--- src/rtl/cpu_pkg.sv ---
// Shared CPU front-end definitions: XLEN, NOP encoding, reset PC default,
// opcodes shared with decode, and the fetch buffer entry layout.
package cpu_pkg;
    localparam int XLEN = 32;
    localparam logic [XLEN-1:0] NOP_INST         = 32'h0000_0013;
    localparam logic [XLEN-1:0] RESET_PC_DEFAULT = 32'h0000_0000;

    localparam logic [6:0] OPC_BRANCH = 7'b1100011;
    localparam logic [6:0] OPC_JAL    = 7'b1101111;
    localparam logic [6:0] OPC_JALR   = 7'b1100111;

    typedef struct packed {
        logic [XLEN-1:0] pc;
        logic [XLEN-1:0] inst;
    } fetch_entry_t;

    function automatic logic [XLEN-1:0] pc_next(input logic [XLEN-1:0] pc);
        return pc + 32'd4;
    endfunction
endpackage

--- src/rtl/inst_fetch_unit_if.sv ---
// Fetch unit bus: redirect input, instruction memory request/response and
// the decode-facing instruction handshake. master = fetch unit side.
interface inst_fetch_unit_if;
    import cpu_pkg::*;

    logic            redirect_valid;
    logic [XLEN-1:0] redirect_pc;
    logic            imem_req_valid;
    logic            imem_req_ready;
    logic [XLEN-1:0] imem_req_addr;
    logic            imem_rsp_valid;
    logic [XLEN-1:0] imem_rsp_data;
    logic            inst_valid;
    logic            inst_ready;
    logic [XLEN-1:0] inst;
    logic [XLEN-1:0] inst_pc;
    logic            misalign_fault;

    modport master (
        input  redirect_valid, redirect_pc, imem_req_ready, imem_rsp_valid,
               imem_rsp_data, inst_ready,
        output imem_req_valid, imem_req_addr, inst_valid, inst, inst_pc,
               misalign_fault
    );

    modport slave (
        output redirect_valid, redirect_pc, imem_req_ready, imem_rsp_valid,
               imem_rsp_data, inst_ready,
        input  imem_req_valid, imem_req_addr, inst_valid, inst, inst_pc,
               misalign_fault
    );
endinterface

--- src/rtl/fetch_fifo.sv ---
// Synchronous FIFO with push/pop/flush and occupancy count; flush wins over
// same-cycle push and pop. Storage is not reset, only pointers and count.
module fetch_fifo #(
    parameter int DATA_W = 64,
    parameter int DEPTH  = 2,
    localparam int AW    = $clog2(DEPTH),
    localparam int CW    = AW + 1
) (
    input  logic              clk,
    input  logic              rst,
    input  logic              push,
    input  logic              pop,
    input  logic              flush,
    input  logic [DATA_W-1:0] din,
    output logic [DATA_W-1:0] dout,
    output logic [CW-1:0]     count
);
    logic [DATA_W-1:0] mem_q [DEPTH];
    logic [AW-1:0]     wr_ptr_q, wr_ptr_d;
    logic [AW-1:0]     rd_ptr_q, rd_ptr_d;
    logic [CW-1:0]     count_q, count_d;
    logic              push_ok, pop_ok;

    // A full FIFO still accepts a push when the same cycle pops.
    assign pop_ok  = pop && (count_q != '0);
    assign push_ok = push && ((count_q != CW'(DEPTH)) || pop_ok);

    always_comb begin
        wr_ptr_d = wr_ptr_q;
        rd_ptr_d = rd_ptr_q;
        count_d  = count_q;
        if (flush) begin
            wr_ptr_d = '0;
            rd_ptr_d = '0;
            count_d  = '0;
        end else begin
            if (push_ok) wr_ptr_d = wr_ptr_q + 1'b1;
            if (pop_ok)  rd_ptr_d = rd_ptr_q + 1'b1;
            count_d = count_q + CW'(push_ok) - CW'(pop_ok);
        end
    end

    always_ff @(posedge clk or negedge rst) begin
        if (!rst) begin
            wr_ptr_q <= '0;
            rd_ptr_q <= '0;
            count_q  <= '0;
        end else begin
            wr_ptr_q <= wr_ptr_d;
            rd_ptr_q <= rd_ptr_d;
            count_q  <= count_d;
        end
    end

    always_ff @(posedge clk) begin
        if (push_ok && !flush) mem_q[wr_ptr_q] <= din;
    end

    assign dout  = mem_q[rd_ptr_q];
    assign count = count_q;
endmodule

--- src/rtl/inst_fetch_unit.sv ---
// Instruction fetch unit: PC ownership, credit-limited imem requests, in-order
// response buffering and redirect handling. Optional MISALIGN_CHECK_EN build.
module inst_fetch_unit
    import cpu_pkg::*;
#(
    parameter logic [XLEN-1:0] RESET_PC  = RESET_PC_DEFAULT,
    parameter int              BUF_DEPTH = 2
) (
    input logic               clk,
    input logic               rst,
    inst_fetch_unit_if.master bus
);
    localparam int CW = $clog2(BUF_DEPTH) + 1;

    logic [XLEN-1:0] fetch_pc_q, fetch_pc_d;
    logic [CW-1:0]   outstanding_q, outstanding_d;
    logic [CW-1:0]   discard_q, discard_d;
    logic            running_q, running_d;
    logic            fault_q, fault_d;

    logic [CW-1:0]   buf_count;
    logic [CW-1:0]   unused_pcq_count;
    fetch_entry_t    buf_head, buf_din;
    logic [XLEN-1:0] pcq_head;
    logic [XLEN-1:0] redirect_target;
    logic            redirect_misaligned;
    logic            redirect, buf_valid, buf_push, buf_pop;
    logic            req_valid, req_fire, rsp_take, rsp_drop;
    logic [CW:0]     committed;

`ifdef MISALIGN_CHECK_EN
    assign redirect_target     = {bus.redirect_pc[XLEN-1:2], 2'b00};
    assign redirect_misaligned = |bus.redirect_pc[1:0];
`else
    logic unused_align_bits;
    assign unused_align_bits   = ^bus.redirect_pc[1:0];
    assign redirect_target     = {bus.redirect_pc[XLEN-1:2], 2'b00};
    assign redirect_misaligned = 1'b0;
`endif

    assign redirect  = bus.redirect_valid;
    assign buf_valid = (buf_count != '0);
    assign buf_pop   = buf_valid && bus.inst_ready && !redirect;

    // Credit counts buffer slots still held after this cycle's pop, so a
    // draining buffer keeps one request per cycle in flight.
    assign committed = {1'b0, outstanding_q} + {1'b0, buf_count} - (CW+1)'(buf_pop);
    assign req_valid = running_q && !fault_q && !redirect && (committed < (CW+1)'(BUF_DEPTH));
    assign req_fire  = req_valid && bus.imem_req_ready;

    // Responses with nothing outstanding are stale (e.g. issued before reset).
    assign rsp_take  = bus.imem_rsp_valid && (outstanding_q != '0);
    assign rsp_drop  = rsp_take && (discard_q != '0);
    assign buf_push  = rsp_take && !rsp_drop && !redirect;
    assign buf_din   = '{pc: pcq_head, inst: bus.imem_rsp_data};

    always_comb begin
        fetch_pc_d    = fetch_pc_q;
        outstanding_d = outstanding_q + CW'(req_fire) - CW'(rsp_take);
        discard_d     = discard_q - CW'(rsp_drop);
        running_d     = 1'b1;
        fault_d       = fault_q;
        if (redirect) begin
            fetch_pc_d = redirect_target;
            discard_d  = outstanding_q - CW'(rsp_take);
            fault_d    = redirect_misaligned;
        end else if (req_fire) begin
            fetch_pc_d = pc_next(fetch_pc_q);
        end
    end

    always_ff @(posedge clk or negedge rst) begin
        if (!rst) begin
            fetch_pc_q    <= RESET_PC;
            outstanding_q <= '0;
            discard_q     <= '0;
            running_q     <= 1'b0;
            fault_q       <= 1'b0;
        end else begin
            fetch_pc_q    <= fetch_pc_d;
            outstanding_q <= outstanding_d;
            discard_q     <= discard_d;
            running_q     <= running_d;
            fault_q       <= fault_d;
        end
    end

    fetch_fifo #(
        .DATA_W ($bits(fetch_entry_t)),
        .DEPTH  (BUF_DEPTH)
    ) u_inst_buf (
        .clk   (clk),
        .rst   (rst),
        .push  (buf_push),
        .pop   (buf_pop),
        .flush (redirect),
        .din   (buf_din),
        .dout  (buf_head),
        .count (buf_count)
    );

    // PC queue stays aligned with the memory: discarded responses pop it too.
    fetch_fifo #(
        .DATA_W (XLEN),
        .DEPTH  (BUF_DEPTH)
    ) u_pc_queue (
        .clk   (clk),
        .rst   (rst),
        .push  (req_fire),
        .pop   (rsp_take),
        .flush (1'b0),
        .din   (fetch_pc_q),
        .dout  (pcq_head),
        .count (unused_pcq_count)
    );

    assign bus.imem_req_valid = req_valid;
    assign bus.imem_req_addr  = fetch_pc_q;
    assign bus.inst_valid     = buf_valid;
    assign bus.inst           = buf_valid ? buf_head.inst : NOP_INST;
    assign bus.inst_pc        = buf_valid ? buf_head.pc : RESET_PC;
    assign bus.misalign_fault = fault_q;
endmodule

--- src/flat_wrapper.sv ---
// flat-port wrapper written by rule: the top's interface ports become plain ports
module inst_fetch_unit_flat import cpu_pkg::*;
#(
    parameter logic [XLEN-1:0] RESET_PC  = RESET_PC_DEFAULT,
    parameter int              BUF_DEPTH = 2
)
  (clk, rst, bus_redirect_valid, bus_redirect_pc, bus_imem_req_ready, bus_imem_rsp_valid, bus_imem_rsp_data, bus_inst_ready, bus_imem_req_valid, bus_imem_req_addr, bus_inst_valid, bus_inst, bus_inst_pc, bus_misalign_fault);
  inst_fetch_unit_if bus_i ();
  input logic clk;
  input logic rst;
  input wire logic [$bits(bus_i.redirect_valid)-1:0] bus_redirect_valid;
  input wire logic [$bits(bus_i.redirect_pc)-1:0] bus_redirect_pc;
  input wire logic [$bits(bus_i.imem_req_ready)-1:0] bus_imem_req_ready;
  input wire logic [$bits(bus_i.imem_rsp_valid)-1:0] bus_imem_rsp_valid;
  input wire logic [$bits(bus_i.imem_rsp_data)-1:0] bus_imem_rsp_data;
  input wire logic [$bits(bus_i.inst_ready)-1:0] bus_inst_ready;
  output wire logic [$bits(bus_i.imem_req_valid)-1:0] bus_imem_req_valid;
  output wire logic [$bits(bus_i.imem_req_addr)-1:0] bus_imem_req_addr;
  output wire logic [$bits(bus_i.inst_valid)-1:0] bus_inst_valid;
  output wire logic [$bits(bus_i.inst)-1:0] bus_inst;
  output wire logic [$bits(bus_i.inst_pc)-1:0] bus_inst_pc;
  output wire logic [$bits(bus_i.misalign_fault)-1:0] bus_misalign_fault;
  assign bus_i.redirect_valid = bus_redirect_valid;
  assign bus_i.redirect_pc = bus_redirect_pc;
  assign bus_i.imem_req_ready = bus_imem_req_ready;
  assign bus_i.imem_rsp_valid = bus_imem_rsp_valid;
  assign bus_i.imem_rsp_data = bus_imem_rsp_data;
  assign bus_i.inst_ready = bus_inst_ready;
  assign bus_imem_req_valid = bus_i.imem_req_valid;
  assign bus_imem_req_addr = bus_i.imem_req_addr;
  assign bus_inst_valid = bus_i.inst_valid;
  assign bus_inst = bus_i.inst;
  assign bus_inst_pc = bus_i.inst_pc;
  assign bus_misalign_fault = bus_i.misalign_fault;
  inst_fetch_unit #(.RESET_PC(RESET_PC), .BUF_DEPTH(BUF_DEPTH)) u_core (.clk(clk), .rst(rst), .bus(bus_i));
endmodule
--- config.mk ---
export PLATFORM = sky130hd
export DESIGN_NAME = inst_fetch_unit_flat
export DESIGN_NICKNAME = d
export VERILOG_FILES = /design/src/rtl/cpu_pkg.sv /design/src/rtl/inst_fetch_unit_if.sv /design/src/rtl/fetch_fifo.sv /design/src/rtl/inst_fetch_unit.sv /design/src/flat_wrapper.sv
export SDC_FILE = /design/constraint.sdc
export NUM_CORES = 1
export LEC_CHECK = 0
export CAP_MARGIN = 20
export CELL_PAD_IN_SITES_DETAIL_PLACEMENT = 0
export CELL_PAD_IN_SITES_GLOBAL_PLACEMENT = 1
export CORE_MARGIN = 10
export CORE_UTILIZATION = 40
export CTS_BUF_LIST = sky130_fd_sc_hd__clkbuf_2
export DETAILED_ROUTE_END_ITERATION = 12
export PLACE_DENSITY = 0.74
export SLEW_MARGIN = 20
export SYNTH_ARGS = -nofsm -noshare
export SYNTH_HDL_FRONTEND = slang
export SYNTH_HIERARCHICAL = 1
export SYNTH_SLANG_ARGS = --single-unit
--- constraint.sdc ---
create_clock -name clk -period 6.6 [get_ports clk]
set_input_delay 1.32 -clock clk [delete_from_list [all_inputs] [get_ports clk]]
set_output_delay 1.32 -clock clk [all_outputs]
set_load 0.02 [all_outputs]
After elaboration in Yosys (flattened, before gate mapping)
Memories as Yosys holds them, arrays and structs flattened.
Index checks and enable logic that the tools add are counted.

storage, ports and cells
  register bits = 45
  bits in writable memories = 192
  output and inout port bits = 99
  memories kept = 2

memories
  name                     words  width  rd ports  clocked after Yosys merged registers in  wr ports  RTL line          source
  u_core.u_inst_buf.mem_q  2      64     1         0                                        1         fetch_fifo.sv:18  logic [DATA_W-1:0] mem_q [DEPTH];
  u_core.u_pc_queue.mem_q  2      32     1         0                                        1         fetch_fifo.sv:18

operators by class
  $add $sub $neg = 15
  order comparisons = 1
  equal/unequal tests = 2
  mux-type cells = 14
  reductions and logical operators = 25

operators with widths
  cell                                                 number
  two-way mux 32 bit                                   4
  adder 32 x 3 -> 32 bit (second input constant)       1
  logical AND 1 bit                                    14
  nonzero test 2 bit                                   7
  subtractor 2 x 1 -> 2 bit                            5
  two-way mux 1 bit                                    8
  adder 2 x 1 -> 2 bit                                 3
  adder 1 bit (second input constant)                  4
  two-way mux 2 bit                                    2
  != test 2 bit (second input constant)                2
  adder 2 x 2 -> 3 bit                                 1
  < comparator 3 x 2 -> 1 bit (second input constant)  1
  subtractor 3 x 1 -> 3 bit                            1
  zero test 1 bit                                      2
  logical OR 1 bit                                     2

Depth between registers and ports, before layout
Gate-level depths: netlist of the first run.

  depth in word-level cells = 10
  gate-level depth with buffers = 17
  depth with buffers taken out = 15

Hierarchy
Netlist of the first run, hierarchy kept.

modules (own cells, without submodules)
  module                           times used  cells an instance  area each (µm²)  sequential area each (µm²)
  fetch_fifo at u_core.u_inst_buf  1           220                4870.9           3943.8
  inst_fetch_unit                  1           332                2720.1           875.8
  fetch_fifo at u_core.u_pc_queue  1           121                2541.2           2021.9

Worst setup path after synthesis of the first run
OpenSTA, ideal clock, no wires.

  kind = input-to-reg
  from = in bus_redirect_valid
  to = mem u_core.u_inst_buf.mem_q[1][0] (enable)
  setup time = 0.578 ns
  data arrival time = 7.017 ns
  required time = 6.022 ns
  setup slack = -0.995 ns
  cell stages on the path = 5
  path buffers = 2
  cell sequence = clkbuf_1 > clkbuf_1 > nor4_1 > o31ai_4 > nor3b_1

on the way
  elaborated cells between the ends (all ways) = 9
  those cells by class = 2 x mux; 7 x reduce/logical

RTL lines
  what                                     RTL line               source
  start: declaration                       flat_wrapper.sv:11     input wire logic [$bits(bus_i.redirect_valid)-1:0] bus_redirect_valid;
  zero test 1 bit                          inst_fetch_unit.sv:54  assign buf_push = rsp_take && !rsp_drop && !redirect;
  logical AND 1 bit                        inst_fetch_unit.sv:54
  named net u_core.buf_push                inst_fetch_unit.sv:27  logic redirect, buf_valid, buf_push, buf_pop;
  logical AND 1 bit                        fetch_fifo.sv:26       assign push_ok = push && ((count_q != CW'(DEPTH)) || pop_ok);
  logical AND 1 bit                        fetch_fifo.sv:56       if (push_ok && !flush) mem_q[wr_ptr_q] <= din;
  two-way mux 1 bit                        fetch_fifo.sv:56
  two-way mux 1 bit (implied by the code)  fetch_fifo.sv:56
  end: declaration                         fetch_fifo.sv:18

The timed path passes the listed nets, and every way through them passes these cells.

Worst setup path after layout of the first run
  from = in bus_inst_ready
  to = out bus_imem_req_valid

on the way
  cells in the longest elaborated chain, start to end = 5

RTL lines
  what                            RTL line               source
  start: declaration              flat_wrapper.sv:16     input wire logic [$bits(bus_i.inst_ready)-1:0] bus_inst_ready;
  logical AND 1 bit (2 in a row)  inst_fetch_unit.sv:43  assign buf_pop = buf_valid && bus.inst_ready && !redirect;
  named net u_core.buf_pop        inst_fetch_unit.sv:27
  subtractor 3 x 1 -> 3 bit       inst_fetch_unit.sv:47  assign committed = {1'b0, outstanding_q} + {1'b0, buf_count} - (CW+1)'(buf_pop);
  < comparator 3 x 2 -> 1 bit     inst_fetch_unit.sv:48  assign req_valid = running_q && !fault_q && !redirect && (committed < (CW+1)'(BUF_DEPTH));
  logical AND 1 bit               inst_fetch_unit.sv:48
  end: declaration                flat_wrapper.sv:17     output wire logic [$bits(bus_i.imem_req_valid)-1:0] bus_imem_req_valid;

The timed path passes the listed nets, and every way through them passes these cells.

==> flow_summary.json, run 1 <==
{
  "pin_count": 169,
  "path_class": "input pin to output port",
  "fmax_ghz": 0.190,
  "max_cap_viol_count": 0,
  "portBuffers": 163,
  "p_sw_frac": 0.296,
  "power_switching_w": 0.00101,
  "cts_buffer_depth": 3,
  "cp-start-kind": "input pin",
  "drtIter0Drc": 305,
  "critPathSlowestCell": "clkdlybuf4s50_1",
  "nNetsFinal": 970,
  "viasPerCell": 4.94,
  "areaGrowthSynthToFinish_pct": 25.4,
  "cp_top_family": "buffers and inverters",
  "die_w_um": 179,
  "ys_ff_latch": 235,
  "final_max_slew_viol_count": 0,
  "worstMarginPinSlew_ns": 1.02,
  "crit_top_cell": "clkdlybuf4s50_1",
  "numCtsBuffers": 57,
  "internal_power_w": 0.00240,
  "grt_max_degree": 66,
  "cts_hold_buf": 0,
  "rsz0062_at_grt": "no",
  "power_frac_seq": 0.534,
  "leakagePower_nw": 4.58,
  "place_congestion": 0.798,
  "clock-sinks": 235,
  "status": "completed",
  "cts_root_buf": "clkbuf_2",
  "layout-drive-gt1-share": 0.187,
  "grt_first_pass_wirelength_um": 35700,
  "layout_commonest_cell": "edfxtp_1",
  "drc_errors": 0,
  "cts_setup_buffers": 0,
  "die_h_um": 179,
  "cts_tree": "done",
  "ys_types": 65,
  "pwr-share-clk": 0.270,
  "path_buf_inv": 2,
  "final_cells": 1269,
  "die_area_mm2": 0.0321,
  "rows": 58,
  "ir_worst_vdd_uv": 106,
  "cp-end-kind": "output port",
  "power_w": 0.00341,
  "tns_ns": 0,
  "worstPathMaxFanout": 3,
  "drt-total-wl_um": 23200,
  "worstPathRequired_ns": 5.28,
  "yosys_warnings": 6,
  "core_mm2": 0.0250,
  "overflow": 0,
  "antenna_found_initial": 1,
  "async_reset_ff_frac": 0.183,
  "yosys_most_used_dff": "edfxtp_1",
  "insertion_delay_ns": 0.82,
  "cpPeakStageDelay_ns": 0.67,
  "start_util": 0.405,
  "min_period_over_period": 0.798,
  "crit_path_cell_trace": "clkdlybuf4s50_1 -> and3b_1 -> ha_1 -> nand2b_1 -> fa_1 -> xnor2_1 -> nor3_1 -> clkdlybuf4s50_1",
  "min_period_ns": 5.27,
  "syn_avg_cell_area_um2": 15.1,
  "cts_resized": 0,
  "dr.pass1.iters": 4,
  "dp_cells": 1159,
  "synth_edf_count": 192,
  "syn_area_mm2": 0.0101,
  "vias": 6266,
  "grt_pass1_vias": 6359,
  "arrival_ns": 3.95,
  "clk_pin_slew_worst_paths_ns": 0.11,
  "p_per_area_mw_per_mm2": 269,
  "detail_route.wl_per_cell_um": 18.3,
  "synth_cells": 673,
  "hpwl_um": 15000,
  "final_cell_mix": "192 x edfxtp_1, 161 x clkdlybuf4s50_1, 91 x clkbuf_2",
  "met2_length_um": 11600,
  "finalSetupViolations": 0,
  "hold_viol": 0,
  "fin_skew_ns": 0.0463,
  "wl_met1_um": 9510,
  "power.share.combinational": 0.197,
  "drtAntennaViolNets": 0,
  "met3_length_um": 1630,
  "groute.usage.overall": 0.143,
  "htreeDepth": 2,
  "min_path_type": "flop to flop",
  "highest_layer": "met4",
  "seq_area_frac_synth": 0.675,
  "relSlewSlack": 0.321
}
## cells by family (layout without fill, tap and decap cells)
kind of cell	count (synthesis)	in the layout	share of synthesized area
AO/OA/AOI/OAI	69	69	0.0491
multiplexers	100	100	0.112
flip-flops	235	235	0.675
XOR/XNOR	13	13	0.0112
buffers and inverters	47	298	0.0235
adder cells (fa/ha/maj)	12	12	0.0156
other	2	17	0.000741
AND/OR/NAND/NOR	195	195	0.113
## layout make-up
cell class	instances	area (um^2)
Inverter	14	52.6
Clock buffer	91	455
Timing Repair Buffer	176	1720
Antenna cell	2	5.00
Multi-Input combinational cell	404	3150
Tap cell	330	413
Fill cell	2204	12300
Clock inverter	17	65.1
Sequential cell	235	6850
## worst register-to-register path, cell delays in order (launching register included)
cell and delay [ns]:
dfrtp_1 0.46, inv_1 0.11, nand2_2 0.08, and3b_1 0.27
ha_1 0.26, nand2b_1 0.15, fa_1 0.52, nand4b_1 0.11
or2_2 0.31, clkinv_1 0.16, o31ai_4 0.14, nor3_2 0.66
buf_4 0.45
## flip-flops by register name, summed over array words and instances, names as in the netlist, 2 cells and up
| signal | cells |
|---|---|
| u_core/bus.imem_req_addr | 30 |
| u_core/discard_q | 2 |
| u_core/outstanding_q | 2 |
| u_core/u_inst_buf/count | 2 |
| u_core/u_inst_buf/mem_q | 128 |
| u_core/u_pc_queue/count | 2 |
| u_core/u_pc_queue/mem_q | 64 |
## path summary, 6_finish.rpt
kind / depth (start not counted) / endpoint / slack [ns] / startpoint
setup / recovery: 8 / bus_imem_req_valid / 1.33 / bus_inst_ready
hold / removal: 1 / u_core/outstanding_q[1] / 0.54 / u_core/outstanding_q[1]
setup reg to reg: 12 / u_core/u_pc_queue/mem_q[0][7] / 2.55 / u_core/u_inst_buf/count[0]
hold reg to reg: 1 / u_core/outstanding_q[1] / 0.54 / u_core/outstanding_q[1]
max in group asynchronous: 2 / u_core/u_inst_buf/rd_ptr_q / 5.53 / rst
min in group asynchronous: 2 / u_core/u_pc_queue/rd_ptr_q / 0.60 / rst
## through the flow
step	utilization	worst slack [ns]	hold slack, ns	cell area (um^2)
floorplan	-	0.0832	0.498	10200
global placement	0.486	1.34	0.521	12200
detailed placement	0.486	1.36	0.535	12200
CTS	0.507	1.34	0.534	12700
global route	0.508	1.28	0.547	12700
finish	0.508	1.33	0.539	12700
## layer usage
metal,up-vias,track usage
met1,3025,0.169
met2,217,0.243
met5,-,0
li1,2983,-
met4,0,0.0506
met3,41,0.0409
## synthesized netlist by cell type, types with 11 or more instances
master	count	share of area
clkbuf_1	14	0.0052
mux2_2	41	0.046
edfxtp_1	192	0.57
ha_1	11	0.014
inv_1	11	0.0041
nand3_1	12	0.0059
o21ai_0	23	0.011
nor2_1	18	0.0067
and2_1	61	0.038
nand2_1	39	0.014
mux2_1	55	0.061
dfrtp_1	43	0.11
## power groups by stage
stage | clock [W] | sequential, W | combinational, W
final | 0.000920 | 0.00182 | 0.000672
after CTS | 0.000970 | 0.00183 | 0.000686
after floorplan | 0 | 0.00185 | 0.000382
after detailed placement | 0 | 0.00186 | 0.000683
after global placement | 0 | 0.00185 | 0.000673
after global routing | 0.00104 | 0.00184 | 0.000736
No activity file was read; power rests on OpenSTA's default activity.
==> run 2, diff against run 1 <==
Settings changed: PLACE_DENSITY 0.74 to 0.72.
Clock period 6.6 ns to 5.35 ns, I/O delays scaled along.
==> run 2 against run 1 <==
Flip-flop and latch count unchanged. Total power is 22% higher. Final area decreased by 0.45%. Clock power up 17%. Register-to-register slack worse by 0.85 ns. Hold slack lost 0.27 ns. Critical path depth did not move. Routed wire length up 0.94%. Largest cell class unchanged. Largest power group unchanged.
==> flow_summary.json, run 2 (synthesis results as in run 1) <==
{
  "place_congestion": 0.778,
  "insertion_delay_ns": 0.79,
  "max_cap_viol_count": 0,
  "portBuffers": 163,
  "hold_viol": 0,
  "setup_slack_ns": 0.604,
  "critPathSlowestCell": "clkdlybuf4s50_1",
  "worstPathMaxFanout": 3,
  "p_per_area_mw_per_mm2": 329,
  "final_max_slew_viol_count": 0,
  "worstMarginPinSlew_ns": 1.03,
  "num-fill-cells": 2185,
  "clock-sinks": 235,
  "areaGrowthSynthToFinish_pct": 24.8,
  "fin_skew_ns": 0.0329,
  "rsz0062_at_grt": "no",
  "overflow": 0,
  "nNetsFinal": 969,
  "arrival_ns": 3.68,
  "crit_top_cell": "clkdlybuf4s50_1",
  "start_util": 0.405,
  "cts_buffer_depth": 3,
  "die_h_um": 179,
  "drt-total-wl_um": 23400,
  "relSlewSlack": 0.313,
  "ir_worst_vdd_uv": 158,
  "fmax_ghz": 0.211,
  "dr.pass1.iters": 6,
  "drtIter0Drc": 488,
  "cp-start-kind": "input pin",
  "groute.usage.overall": 0.145,
  "rows": 58,
  "grt_first_pass_wirelength_um": 36400,
  "pin_count": 169,
  "path_buf_inv": 2,
  "path_class": "input pin to output port",
  "tns_ns": 0,
  "cp_top_family": "buffers and inverters",
  "fin_util": 0.505,
  "cp-startpoint": "bus_inst_ready",
  "antenna_found_initial": 1,
  "leakagePower_nw": 4.53,
  "finalSetupViolations": 0,
  "cp.depth": 8,
  "worstReg2RegEnd": "u_core/bus.imem_req_addr[9]",
  "htreeDepth": 2,
  "cts_hold_buf": 0,
  "detail_route.wl_per_cell_um": 18.6,
  "grt_pass1_vias": 6707,
  "stdcell_area_mm2": 0.0126,
  "cts_root_buf": "clkbuf_2",
  "place_ws_ns": 0.594,
  "core_mm2": 0.0250,
  "rr_worst_depth": 13,
  "layout-drive-gt1-share": 0.178,
  "min_path_type": "input pin to async pin",
  "largest-register": "u_core/u_inst_buf/mem_q",
  "reg2reg_from": "u_core/u_inst_buf/count[0]",
  "hpwl_um": 15200,
  "clk_pin_slew_worst_paths_ns": 0.09,
  "numCtsBuffers": 58,
  "viasPerCell": 5.08,
  "min_period_ns": 4.75,
  "cts_tree": "done",
  "final_cell_mix": "192 x edfxtp_1, 161 x clkdlybuf4s50_1, 83 x clkbuf_2",
  "grt_max_degree": 66,
  "min_period_over_period": 0.887,
  "status": "completed",
  "drtAntennaViolNets": 0,
  "layout_commonest_cell": "edfxtp_1",
  "worstPathRequired_ns": 4.28,
  "cts_resized": 0,
  "vias": 6388,
  "largest_register_ffs": 128,
  "crit_path_end": "bus_imem_req_valid",
  "crit_path_cell_trace": "clkdlybuf4s50_1 -> and3b_1 -> ha_1 -> nand2b_1 -> fa_1 -> xnor2_1 -> nor3_1 -> clkdlybuf4s50_1",
  "die_w_um": 179,
  "cpPeakStageDelay_ns": 0.66,
  "die_area_mm2": 0.0321,
  "r2r_setup_slack_ns": 1.70,
  "drc_errors": 0,
  "cp-end-kind": "output port",
  "cts_setup_buffers": 0,
  "place_area_mm2": 0.0122
}
==> run 2: layout make-up <==
type,count,area [um^2],share of cell area
sequential,235,6850,0.541
timing repair buffer,174,1710,0.135
inverter,14,52.6,0.00415
antenna,1,2.50,0.000198
clock inverter,17,65.1,0.00514
tap,330,413,0.0326
multi-input combinational,404,3150,0.249
clock buffer,83,415,0.0328
==> run 2: worst reg2reg max path, stage by stage (launching register included) <==
cell and delay (ns):
dfrtp_1 0.45, inv_1 0.10, nand2_2 0.08, and3b_1 0.25, ha_1 0.25, nand2b_1 0.15, fa_1 0.39, xnor2_1 0.26
or2_2 0.18, clkinv_1 0.13, nor2_1 0.80, buf_4 0.29, o21ai_0 0.10, o311ai_0 0.12
==> run 2: metrics by stage <==
step / cells / total power (W) / hold slack, ns
detailed placement: 1157 / 0.00313 / 0.535
CTS: 1257 / 0.00424 / 0.407
finish: 1258 / 0.00416 / 0.270
global placement: 1157 / 0.00310 / 0.533
global route: 1258 / 0.00442 / 0.202
floorplan: 686 / 0.00275 / 0.498
==> run 2: metal layers <==
| layer | part of all wire | GRT usage | vias up |
|---|---|---|---|
| li1 | - | - | 2969 |
| met1 | 0.42 | 0.173 | 3157 |
| met2 | 0.49 | 0.247 | 218 |
| met3 | 0.071 | 0.0444 | 44 |
| met4 | 0.018 | 0.0437 | 0 |
| met5 | 0 | 0 | - |
==> run 2: worst min-delay path by stage <==
stage                                        from                      endpoint  slack [ns]  cells after the start
after floorplan           u_core/outstanding_q[1]       u_core/outstanding_q[1]        0.50                      1
after global placement    u_core/outstanding_q[1]       u_core/outstanding_q[1]        0.53                      1
after detailed placement  u_core/outstanding_q[1]       u_core/outstanding_q[1]        0.54                      1
after CTS                                     rst  u_core/bus.imem_req_addr[19]        0.41                      1
after global routing                          rst    u_core/u_inst_buf/count[1]        0.20                      1
final                                         rst    u_core/u_inst_buf/count[1]        0.27                      1
==> run 2: where the power goes <==
group          total [W]  switching (W)  internal, W  leakage, nW
Combinational   0.000837       0.000439     0.000398         1.89
Sequential       0.00224       0.000123      0.00212         2.26
Clock            0.00108       0.000668     0.000413        0.376
Total            0.00416        0.00123      0.00293         4.53
==> run 3, diff against run 2 <==
Settings changed: CORE_MARGIN 10 to default, PLACE_DENSITY 0.72 to 0.79, SETUP_SLACK_MARGIN from default to 0.3.
==> run 3 against run 2 <==
Sequential share of layout area down 0.27 points. Setup slack better by 0.064 ns. Cell count down 0.32%. Flip-flop and latch count unchanged. Sequential power about the same. Global-route usage up 2.2 points.
==> flow_summary.json, run 3 (synthesis results as in run 1) <==
{
  "final_max_slew_viol_count": 0,
  "numCtsBuffers": 58,
  "grt_pass1_vias": 6228,
  "drtAntennaViolNets": 0,
  "leakagePower_nw": 4.58,
  "final_cells": 1254,
  "vias": 6292,
  "min_path_type": "input pin to async pin",
  "antenna_found_initial": 0,
  "stdcell_area_mm2": 0.0127,
  "htreeDepth": 2,
  "layout-drive-gt1-share": 0.189,
  "multiInputGateArea_mm2": 0.00315,
  "drtIter0Drc": 294,
  "p_per_area_mw_per_mm2": 338,
  "cts_hold_buf": 0,
  "layout_commonest_cell": "edfxtp_1",
  "dp_cells": 1151,
  "path_class": "input pin to output port",
  "clk_pin_slew_worst_paths_ns": 0.10,
  "finalSetupViolations": 0,
  "drc_errors": 0,
  "worstPathRequired_ns": 4.28,
  "clock-sinks": 235,
  "place_area_mm2": 0.0122,
  "cts_tree": "done",
  "tns_ns": 0,
  "viasPerCell": 5.02,
  "start_util": 0.412,
  "dr.pass1.iters": 5,
  "cts_resized": 0,
  "cp-start-kind": "input pin",
  "grt_first_pass_wirelength_um": 33900,
  "place_congestion": 0.785,
  "arrival_ns": 3.61,
  "rsz0062_at_grt": "no",
  "seqCellArea_mm2": 0.00685,
  "die_area_mm2": 0.0260,
  "final_cell_mix": "192 x edfxtp_1, 161 x clkdlybuf4s50_1, 91 x clkbuf_2",
  "hpwl_um": 13200,
  "max_cap_viol_count": 0,
  "ir_worst_vdd_uv": 188,
  "status": "completed",
  "fin_util": 0.517,
  "groute.usage.overall": 0.167,
  "worstPathMaxFanout": 3,
  "relSlewSlack": 0.324,
  "core_mm2": 0.0246,
  "nNetsFinal": 969,
  "drt-total-wl_um": 21700,
  "portBuffers": 163,
  "cts_setup_buffers": 0,
  "min_period_over_period": 0.875,
  "pin_count": 169,
  "overflow": 0,
  "rows": 57,
  "cp-end-kind": "output port",
  "hold_viol": 0,
  "fin_skew_ns": 0.0443,
  "grt_max_degree": 66,
  "areaGrowthSynthToFinish_pct": 25.5,
  "cts_buffer_depth": 3,
  "insertion_delay_ns": 0.82,
  "die_h_um": 161,
  "fmax_ghz": 0.214,
  "largest-register": "u_core/u_inst_buf/mem_q",
  "die_w_um": 161,
  "worstMarginPinSlew_ns": 1.01,
  "num-fill-cells": 2142,
  "min_period_ns": 4.68,
  "detail_route.wl_per_cell_um": 17.3,
  "largest_register_ffs": 128,
  "cts_root_buf": "clkbuf_2",
  "diodes": 0
}
## run 3: area by class of cell
cell class                      instances  area share
Timing Repair Buffer                  174       0.134
Multi-Input combinational cell        404       0.248
Clock inverter                         12     0.00777
Clock buffer                           91      0.0358
Sequential cell                       235       0.538
Inverter                               14     0.00413
Tap cell                              324      0.0319
## run 3: per-layer routing
| metal | wire length (um) | vias to the layer above | part of all wire | GRT usage |
|---|---|---|---|---|
| met5 | 0 | - | 0 | 0 |
| met4 | 357 | 0 | 0.016 | 0.0566 |
| met3 | 1200 | 32 | 0.055 | 0.0437 |
| met2 | 10500 | 198 | 0.48 | 0.274 |
| met1 | 9610 | 3085 | 0.44 | 0.215 |
| li1 | - | 2977 | - | - |
## run 3: critical path, cell delays in order
cell             delay [ns]
clkdlybuf4s50_1        0.45
and3b_1                0.26
ha_1                   0.25
nand2b_1               0.15
fa_1                   0.38
xnor2_1                0.18
nor3_1                 0.23
clkdlybuf4s50_1        0.64
## run 3: path summary, 6_finish.rpt
| check | depth (start not counted) | from | slack, ns | endpoint |
|---|---|---|---|---|
| setup / recovery | 8 | bus_inst_ready | 0.67 | bus_imem_req_valid |
| hold / removal | 1 | rst | 0.27 | u_core/discard_q[0] |
| setup reg to reg | 14 | u_core/u_inst_buf/count[1] | 1.76 | u_core/bus.imem_req_addr[5] |
| hold reg to reg | 1 | u_core/outstanding_q[1] | 0.55 | u_core/outstanding_q[1] |
| max in group asynchronous | 1 | rst | 4.59 | u_core/u_inst_buf/rd_ptr_q |
| min in group clk | 1 | u_core/outstanding_q[1] | 0.55 | u_core/outstanding_q[1] |
## run 3: stage by stage
step / total power [W] / hold WS (ns) / worst slack [ns]
after floorplan: 0.00275 / 0.498 / 0.00244
after global placement: 0.00310 / 0.533 / 0.682
after detailed placement: 0.00312 / 0.539 / 0.674
after CTS: 0.00437 / 0.372 / 0.654
after global routing: 0.00453 / 0.191 / 0.523
final: 0.00430 / 0.272 / 0.668
## run 3: report_power, final
part,switching [W],internal [W],leakage (nW)
registers,0.000122,0.00212,2.26
logic,0.000431,0.000397,1.89
clock network,0.000686,0.000542,0.430
